<file path="src/rtl/msg_parse.sv">
// msg_parse: byte-stream frame parser feeding an OPB-style register port.
// Pulls bytes from a first-word-fall-through FIFO, recognises write/read
// frames (header, address, data, [checksum], inverted-header tail), and
// raises a one-cycle OPB_WE/OPB_RE strobe with the decoded address/data.
// Optional feature macro: MSG_PARSE_CHKSUM_EN adds an XOR checksum byte
// between the data and the tail.
module msg_parse #(
  parameter int          ADDR_BYTES    = 4,
  parameter int          DATA_BYTES    = 4,
  parameter logic [15:0] TIMEOUT_TICKS = 16'd200,
  parameter logic [7:0]  WR_HDR        = 8'h5A,
  parameter logic [7:0]  RD_HDR        = 8'h5B
) (
  input  logic                    OPB_CLK,
  input  logic                    OPB_RST_N,
  input  logic                    TICK,
  output logic                    RX_FIFO_RD,
  input  logic [7:0]              RX_FIFO_DATA,
  input  logic                    RX_FIFO_EMPTY,
  output logic [8*ADDR_BYTES-1:0] OPB_ADDR,
  output logic [8*DATA_BYTES-1:0] OPB_DO,
  output logic                    OPB_WE,
  output logic                    OPB_RE,
  output logic                    ERR_VALID,
  output logic [1:0]              ERR_CODE,
  output logic [15:0]             FRAME_CNT,
  output logic [15:0]             ERR_CNT
);

  localparam int         AW     = 8 * ADDR_BYTES;
  localparam int         DW     = 8 * DATA_BYTES;
  localparam logic [1:0] A_LAST = 2'(ADDR_BYTES - 1);
  localparam logic [1:0] D_LAST = 2'(DATA_BYTES - 1);

  localparam logic [1:0] E_TAIL = 2'd1;
  localparam logic [1:0] E_TMO  = 2'd2;
`ifdef MSG_PARSE_CHKSUM_EN
  localparam logic [1:0] E_CSUM = 2'd3;
`endif

  typedef enum logic [2:0] {
    S_IDLE, S_ADDR, S_DATA, S_CSUM, S_TAIL, S_DONE, S_ERR
  } state_t;

  state_t        state_q, state_d;
  logic [1:0]    cnt_q, cnt_d;         // byte index within ADDR/DATA field
  logic          wr_q, wr_d;           // latched header was a write
  logic [7:0]    hdr_q, hdr_d;
  logic [AW-1:0] addr_sr_q, addr_sr_d;
  logic [DW-1:0] data_sr_q, data_sr_d;
  logic [15:0]   tmo_q, tmo_d;
  logic [AW-1:0] addr_o_q, addr_o_d;
  logic [DW-1:0] do_o_q, do_o_d;
  logic [1:0]    err_code_q, err_code_d;
  logic [15:0]   frame_cnt_q, frame_cnt_d;
  logic [15:0]   err_cnt_q, err_cnt_d;
`ifdef MSG_PARSE_CHKSUM_EN
  logic [7:0]    csum_q, csum_d;
`endif

  logic pop, active, tmo_hit;

  // Only the byte-accepting states pop; DONE/ERROR leave bytes in the FIFO.
  // Gated by reset so nothing is drained while the block is held in reset.
  assign active  = (state_q == S_ADDR) || (state_q == S_DATA) ||
                   (state_q == S_CSUM) || (state_q == S_TAIL);
  assign pop     = OPB_RST_N && !RX_FIFO_EMPTY && (active || state_q == S_IDLE);
  assign tmo_hit = (TIMEOUT_TICKS != 16'd0) && TICK &&
                   (tmo_q == TIMEOUT_TICKS - 16'd1);

  // Next-state logic: byte handling, timeout, output/counter updates.
  always_comb begin
    state_d     = state_q;
    cnt_d       = cnt_q;
    wr_d        = wr_q;
    hdr_d       = hdr_q;
    addr_sr_d   = addr_sr_q;
    data_sr_d   = data_sr_q;
    tmo_d       = tmo_q;
    addr_o_d    = addr_o_q;
    do_o_d      = do_o_q;
    err_code_d  = err_code_q;
    frame_cnt_d = frame_cnt_q;
    err_cnt_d   = err_cnt_q;
`ifdef MSG_PARSE_CHKSUM_EN
    csum_d      = csum_q;
`endif

    // A consumed byte beats a limit-reaching tick in the same cycle.
    if (active) begin
      if (pop)          tmo_d = 16'd0;
      else if (tmo_hit) begin
        state_d    = S_ERR;
        err_code_d = E_TMO;
      end else if (TICK) tmo_d = tmo_q + 16'd1;
    end else begin
      tmo_d = 16'd0;
    end

    case (state_q)
      S_IDLE: begin
        if (pop && (RX_FIFO_DATA == WR_HDR || RX_FIFO_DATA == RD_HDR)) begin
          hdr_d     = RX_FIFO_DATA;
          wr_d      = (RX_FIFO_DATA == WR_HDR);
          cnt_d     = 2'd0;
          addr_sr_d = '0;
          data_sr_d = '0;
`ifdef MSG_PARSE_CHKSUM_EN
          csum_d    = RX_FIFO_DATA;
`endif
          state_d   = S_ADDR;
        end
      end
      S_ADDR: begin
        if (pop) begin
          addr_sr_d = AW'({addr_sr_q, RX_FIFO_DATA});
`ifdef MSG_PARSE_CHKSUM_EN
          csum_d    = csum_q ^ RX_FIFO_DATA;
`endif
          if (cnt_q == A_LAST) begin
            cnt_d   = 2'd0;
            state_d = S_DATA;
          end else begin
            cnt_d   = cnt_q + 2'd1;
          end
        end
      end
      S_DATA: begin
        if (pop) begin
          data_sr_d = DW'({data_sr_q, RX_FIFO_DATA});
`ifdef MSG_PARSE_CHKSUM_EN
          csum_d    = csum_q ^ RX_FIFO_DATA;
`endif
          if (cnt_q == D_LAST) begin
            cnt_d   = 2'd0;
`ifdef MSG_PARSE_CHKSUM_EN
            state_d = S_CSUM;
`else
            state_d = S_TAIL;
`endif
          end else begin
            cnt_d   = cnt_q + 2'd1;
          end
        end
      end
      S_CSUM: begin
`ifdef MSG_PARSE_CHKSUM_EN
        if (pop) begin
          if (RX_FIFO_DATA == csum_q) state_d = S_TAIL;
          else begin
            state_d    = S_ERR;
            err_code_d = E_CSUM;
          end
        end
`else
        state_d = S_IDLE;
`endif
      end
      S_TAIL: begin
        if (pop) begin
          if (RX_FIFO_DATA == ~hdr_q) state_d = S_DONE;
          else begin
            state_d    = S_ERR;
            err_code_d = E_TAIL;
          end
        end
      end
      default: state_d = S_IDLE;  // DONE and ERR last one cycle
    endcase

    // Entering DONE publishes the frame; entering ERR counts the error.
    if (state_d == S_DONE) begin
      addr_o_d    = addr_sr_q;
      if (wr_q) do_o_d = data_sr_q;
      frame_cnt_d = (frame_cnt_q == 16'hFFFF) ? frame_cnt_q : frame_cnt_q + 16'd1;
    end
    if (state_d == S_ERR)
      err_cnt_d   = (err_cnt_q == 16'hFFFF) ? err_cnt_q : err_cnt_q + 16'd1;
  end

  // State and datapath registers.
  always_ff @(posedge OPB_CLK or negedge OPB_RST_N) begin
    if (!OPB_RST_N) begin
      state_q     <= S_IDLE;
      cnt_q       <= 2'd0;
      wr_q        <= 1'b0;
      hdr_q       <= 8'd0;
      addr_sr_q   <= '0;
      data_sr_q   <= '0;
      tmo_q       <= 16'd0;
      addr_o_q    <= '0;
      do_o_q      <= '0;
      err_code_q  <= 2'd0;
      frame_cnt_q <= 16'd0;
      err_cnt_q   <= 16'd0;
`ifdef MSG_PARSE_CHKSUM_EN
      csum_q      <= 8'd0;
`endif
    end else begin
      state_q     <= state_d;
      cnt_q       <= cnt_d;
      wr_q        <= wr_d;
      hdr_q       <= hdr_d;
      addr_sr_q   <= addr_sr_d;
      data_sr_q   <= data_sr_d;
      tmo_q       <= tmo_d;
      addr_o_q    <= addr_o_d;
      do_o_q      <= do_o_d;
      err_code_q  <= err_code_d;
      frame_cnt_q <= frame_cnt_d;
      err_cnt_q   <= err_cnt_d;
`ifdef MSG_PARSE_CHKSUM_EN
      csum_q      <= csum_d;
`endif
    end
  end

  assign RX_FIFO_RD = pop;
  assign OPB_ADDR   = addr_o_q;
  assign OPB_DO     = do_o_q;
  assign OPB_WE     = (state_q == S_DONE) &&  wr_q;
  assign OPB_RE     = (state_q == S_DONE) && !wr_q;
  assign ERR_VALID  = (state_q == S_ERR);
  assign ERR_CODE   = err_code_q;
  assign FRAME_CNT  = frame_cnt_q;
  assign ERR_CNT    = err_cnt_q;

endmodule

</file>
<file path="config.mk">
export PLATFORM = sky130hd
export DESIGN_NAME = msg_parse
export DESIGN_NICKNAME = d
export VERILOG_FILES = /design/src/rtl/msg_parse.sv
export SDC_FILE = /design/constraint.sdc
export NUM_CORES = 1
export LEC_CHECK = 0
export CAP_MARGIN = 20
export CORE_AREA = 3 3 140 142
export DETAILED_ROUTE_END_ITERATION = 7
export DIE_AREA = 0 0 143 145
export MAX_ROUTING_LAYER = met4
export PLACE_DENSITY_LB_ADDON = 0.12
export SYNTH_ARGS = -nofsm -noshare
export SYNTH_HDL_FRONTEND = slang
export SYNTH_SLANG_ARGS = --single-unit
export TNS_END_PERCENT = 5
</file>
<file path="constraint.sdc">
create_clock -name OPB_CLK -period 2.3 [get_ports OPB_CLK]
set_clock_uncertainty 0.2 [all_clocks]
set_input_delay 0.23 -clock OPB_CLK [delete_from_list [all_inputs] [get_ports OPB_CLK]]
set_output_delay 0.23 -clock OPB_CLK [all_outputs]
set_load 0.05 [all_outputs]
</file>
==> impl_metrics.toml <==
[route]
routed-via-count = 6115
viasPerCell = 5.15
drt_wl_total_mm = 19.4
wl_per_cell_um = 16.3
drt-initial-drc-count = 326
ant_nets = 0
first_pass_iters = 5
drcViolationCount = 0

[global_routing]
grt_pass1_wl_mm = 32.7
grt_pass1_vias = 6400
grt_use_total = 0.199
antenna_found_initial = 0
overflow = 0
grt_max_degree = 130

[hold_path]
min_path_type = "primary input to flip-flop"

[clock_network]
clkSinkCount = 192
tritoncts = "yes"
clock_latency_ns = 0.42
cts_buffers = 17
root_buffer = "clkbuf_16"
clock_path_buffers = 2
path_clk_slew_ns = 0.07
cts.htree.levels = 4

[finish]
fin_area_um2 = 11200
area_growth_pct = 36.5
fin_nets = 956
fillers = 1522
drive_gt1_frac = 0.253
diodes = 0

[sta]
hold_ws_ns = 0.152
tns_ns = -2.21
maxSlewViolCount = 0
setup_slack_ns = -0.223
final.min_clock_period_ns = 2.52
hold_viol = 0
fin_crit_sh = 1.10
slew_headroom = 0.533
worst_pin_slew_ns = 0.700
rsz0062_at_grt = "true"
fmax_ghz = 0.396
finalSetupViolations = 16

[worst_setup_path]
startpoint_type = "flip-flop"
arrival_ns = 2.63
crit_type = "flip-flop to flip-flop"
cp_slowest_cell = "dfrtp_1"
required_ns = 2.41
worstPathMaxFanout = 5
r2r_slack_ns = -0.22
crit_chain = "nor4_4 -> nand4_1 -> o31ai_4 -> o21ai_2 -> nor3_4 -> mux2_4"
slowest_delay_ns = 0.41
worst_setup_path_end_kind = "flip-flop"

[synth]
yosysTopAreaCell = "dfrtp_1"
netlist.area_leader.share = 0.583
synth_edf_count = 0
yosys-top-cells-area = "dfrtp_1, mux2_2, nand2_1"
yosys_warnings = 0
ys_seq_area_frac = 0.583
synth_fp_nets = 762
ys_types = 44
syn_inst = 746
ys.flop_type = "dfrtp_1"
synth-async-reset-ratio = 1.00
synth-seq-cells = 192
syn_avg_cell_area_um2 = 11.0
syn_area_um2 = 8240

[power]
power_mw = 7.98
power.share.combinational = 0.144
leakagePower_nw = 5.32
power_frac_clock = 0.382
swShare = 0.274
irDropWorstVdd_v = 0.000446
p_int_mw = 5.79
p_switching_mw = 2.19
p_per_area_nw_per_um2 = 709
seq_power_share = 0.474

[die]
start_util = 0.444
coreArea_um2 = 18600
rows = 50
dieArea_um2 = 20700
die_h_um = 145
boundaryPins = 114
die-width_um = 143

[placement]
dp_hpwl_mm = 13.1
place.gp.congestion = 0.876
place_area_um2 = 10400
port_buffers = 113

[flow_run]
maxCapViolCount = 0

[run_status]
violations = "setup timing"
status = "complete, but fails checks"
## what timing repair did
item / 4_1_cts / 5_1_grt
hold buffers: 1 / 0
endpoints found under the hold margin: 134 / 0
cloned: 1 / 2
buffers inserted: 3 / 6
setup endpoints to repair: 64 / 171
pin swaps: 9 / 8
resized for setup: 14 / 19
## critical path: cells and delay by family, from the launching register on
kind | cells | cell delay (ns)
mux | 1 | 0.32
compound gates | 2 | 0.59
flops | 1 | 0.41
simple gates | 3 | 0.89
## routing by layer
layer	track usage	up-vias	routed length, um
met3	0.0455	20	808
li1	-	2944	-
met4	0.0437	0	243
met2	0.307	139	9330
met5	-	-	0
met1	0.273	3012	9010
## cell usage in the layout, fill, tap and decap left out, types with 3 or more instances in the layout
master,count
a21oi_1,9
and2_1,6
and3_1,11
buf_12,9
buf_4,77
buf_6,11
bufinv_16,3
clkbuf_16,17
clkdlybuf4s50_1,108
clkinvlp_4,4
dfrtp_1,187
dfrtp_2,5
ha_1,3
inv_1,13
inv_6,3
mux2_2,67
nand2_1,158
nand2b_1,5
nand3_1,47
nand4_1,15
nor2_1,28
nor3_1,7
nor4_4,12
nor4b_2,3
o21a_1,3
o21ai_0,42
or3_1,6
xnor2_1,10
xor2_1,36
## power by group through the flow
stage	combinational [mW]	clock (mW)	sequential, mW
final	1.15	3.05	3.78
after global routing	1.26	3.28	3.82
after CTS	1.11	3.13	3.78
after detailed placement	1.06	0	3.84
after global placement	1.03	0	3.83
after floorplan	0.560	0	3.89
## logic make-up (layout without fill, tap and decap cells)
| group | after synthesis | after routing | share of synthesized area |
|---|---|---|---|
| adder cells (fa/ha/maj) | 4 | 4 | 0.00607 |
| flip-flops | 192 | 192 | 0.583 |
| buffers and inverters | 48 | 252 | 0.0249 |
| multiplexers | 70 | 70 | 0.0953 |
| XOR/XNOR | 46 | 46 | 0.0489 |
| AO/OA/AOI/OAI | 64 | 67 | 0.0458 |
| AND/OR/NAND/NOR | 322 | 322 | 0.196 |
## state kept, by name (all words and copies together), names as in the netlist, 3 cells and up
name,cells
OPB_ADDR,32
tmo_q,16
data_sr_q,32
ERR_CNT,16
OPB_DO,32
addr_sr_q,32
state_q,3
FRAME_CNT,16
hdr_q,8
## worst paths after layout
check                      cells past startpoint                   endpoint                      start
max                                            6     ERR_CNT[1]$_DFFE_PN0P_      tmo_q[13]$_DFFE_PN0P_
min                                            4       state_q[2]$_DFF_PN0_                  OPB_RST_N
max reg2reg                                    6     ERR_CNT[1]$_DFFE_PN0P_      tmo_q[13]$_DFFE_PN0P_
min reg2reg                                    2  addr_sr_q[28]$_DFFE_PN0P_  addr_sr_q[28]$_DFFE_PN0P_
max in group asynchronous                      4       tmo_q[2]$_DFFE_PN0P_                  OPB_RST_N
min in group asynchronous                      3    ERR_CNT[10]$_DFFE_PN0P_                  OPB_RST_N
## Yosys cell counts, types with 3 or more instances
| cell | n |
|---|---|
| xor2_1 | 36 |
| nor4_4 | 3 |
| buf_6 | 3 |
| nand4_1 | 15 |
| buf_1 | 7 |
| nor2_1 | 31 |
| nand3_1 | 48 |
| and3_1 | 12 |
| inv_1 | 13 |
| or3_1 | 7 |
| nor4_2 | 10 |
| xnor2_1 | 10 |
| mux2_2 | 68 |
| o21ai_0 | 42 |
| nand2b_1 | 5 |
| clkbuf_1 | 23 |
| nor3_1 | 10 |
| and2_1 | 6 |
| nand2_1 | 159 |
| dfrtp_1 | 192 |
| nor4b_1 | 3 |
| a21oi_1 | 9 |
| o21a_1 | 3 |
| ha_1 | 4 |
## metrics by stage
step	cells	util	setup WS [ns]
2_1_floorplan	746	-	-0.0230
3_3_place_gp	1142	0.558	-0.379
3_5_place_dp	1142	0.558	-0.429
4_1_cts	1179	0.598	-0.182
5_1_grt	1187	0.605	-0.312
6_report	1187	0.605	-0.223
## cell type report
cell class,count,area (um2),area share
clock inverters,13,178,0.0158
multi-input cells,509,3500,0.311
flip-flops and latches,192,4810,0.428
clock buffers,19,433,0.0385
repair buffers,207,1990,0.177
inverters,13,48.8,0.00434
well taps,234,293,0.0260
No activity file was read; power rests on OpenSTA's default activity.
==> RTL edit, RTL diff (config.mk and constraints unchanged) <==
Add a define of `MSG_PARSE_CHKSUM_EN`.
--- a/src/rtl/msg_parse.sv
+++ b/src/rtl/msg_parse.sv
@@ -4,6 +4,8 @@
 // raises a one-cycle OPB_WE/OPB_RE strobe with the decoded address/data.
 // Optional feature macro: MSG_PARSE_CHKSUM_EN adds an XOR checksum byte
 // between the data and the tail.
+`define MSG_PARSE_CHKSUM_EN
+
 module msg_parse #(
   parameter int          ADDR_BYTES    = 4,
   parameter int          DATA_BYTES    = 4,
Formal check against the unedited RTL: no difference found for any inputs over 10 cycles, from zero or initial values and one cycle with OPB_RST_N low; that may be too few to reach the edited logic, so the function may still have changed.
==> RTL edit against the unedited design <==
- the run still ends with negative setup slack left
- combinational power rose by 54%
- sequential cell count grew 8
- area after synthesis rose by 6.7%
- global-route usage shrank 0.21 points
- first-iteration DRC count down 20%
- worst hold slack worse by 37 ps
- wire length about the same
- worst setup slack got worse by 83 ps
- design area rose by 2.4%
- total power is 11% higher
==> RTL edit: results <==
metrics = {
    "cells_and_area": {
        "layout-drive-gt1-share": 0.2480,
    },
    "placement": {
        "dp_slack_ps": -530.1,
        "dpl_cell_area_mm2": 0.01079,
        "globalplace.congestion": 0.8787,
        "placed_cells": 1201,
    },
    "synth": {
        "ys_types": 63,
        "ys_seq_area_frac": 0.5691,
        "synth_area_leaders": "dfrtp_1 (57%), mux2_2 (8.3%), nand2_1 (7.3%), xnor2_1 (4.1%), o21ai_0 (3.8%)",
        "ys_top_cells_by_count": "dfrtp_1 (200), nand2_1 (170), o21ai_0 (67), mux2_2 (65), xnor2_1 (41)",
        "synth_nets": 823,
        "muxShareOfSynthArea": 0.08693,
        "synthAdderAreaFrac": 0.005691,
        "synth_xor_area_frac": 0.05577,
    },
    "detailed_routing": {
        "wl_met3_um": 663,
        "met1_length_um": 8724,
        "drt_iter0_drc": 260,
        "viasPerCell": 5.189,
    },
    "timing": {
        "fin_ws_ps": -305.3,
        "setup_viol": 73,
        "worst_pin_slew_ps": 638.6,
    },
    "global_route": {
        "met1_usage": 0.2583,
        "use_met2": 0.3167,
    },
    "pwr": {
        "power.leakage_nw": 5.193,
        "p_sw_mw": 2.747,
    },
    "worst_setup_path": {
        "slowest_delay_ps": 390,
    },
    "run_status": {
        "violations": "negative setup slack",
        "status": "finished with violations",
    },
}
-- RTL edit: changes by cell type in the layout (fill, tap and decap cells not counted), sizes merged, moves of 7 or more --
| cell | change |
|---|---|
| o21ai | +25 |
| a21oi | +8 |
| dfrtp | +8 |
| or3 | -7 |
| inv | -8 |
| nor2 | +10 |
| nand3 | -24 |
| xor2 | -21 |
| nand2 | +12 |
| nor4 | -8 |
| xnor2 | +31 |
-- RTL edit: timing repair --
action                     4_1_cts  5_1_grt
hold buffers                     1        0
pin swaps                        5        7
resized for setup                8       10
cloned                           0        0
hold endpoints to repair        69        0
buffers inserted                 2        1
setup endpoints to repair       85      124
-- RTL edit: layout make-up --
cell class | count | area [um^2] | area share
Sequential cell | 200 | 5010 | 0.4349
Multi-Input combinational cell | 558 | 3640 | 0.3160
Timing Repair Buffer | 208 | 1954 | 0.1697
Clock buffer | 18 | 439.2 | 0.03812
Tap cell | 234 | 292.8 | 0.02542
Clock inverter | 14 | 157.7 | 0.01369
Inverter | 6 | 26.28 | 0.002281
-- RTL edit: power groups by stage --
stage / Clock, mW / Sequential, mW / Combinational (mW)
global route: 3.19 / 4.12 / 1.96
global placement: 0 / 4.13 / 1.69
CTS: 3.05 / 4.08 / 1.77
detailed placement: 0 / 4.15 / 1.75
floorplan: 0 / 4.17 / 1.03
finish: 2.97 / 4.08 / 1.77
-- RTL edit: worst paths after layout --
path,startpoint,end,cells past startpoint
max,tmo_q[10],ERR_CNT[3],10
min,OPB_RST_N,state_q[2],3
max reg2reg,tmo_q[10],ERR_CNT[3],10
min reg2reg,data_sr_q[30],data_sr_q[30],2
max in group asynchronous,OPB_RST_N,addr_sr_q[10],5
min in group OPB_CLK,data_sr_q[30],data_sr_q[30],2
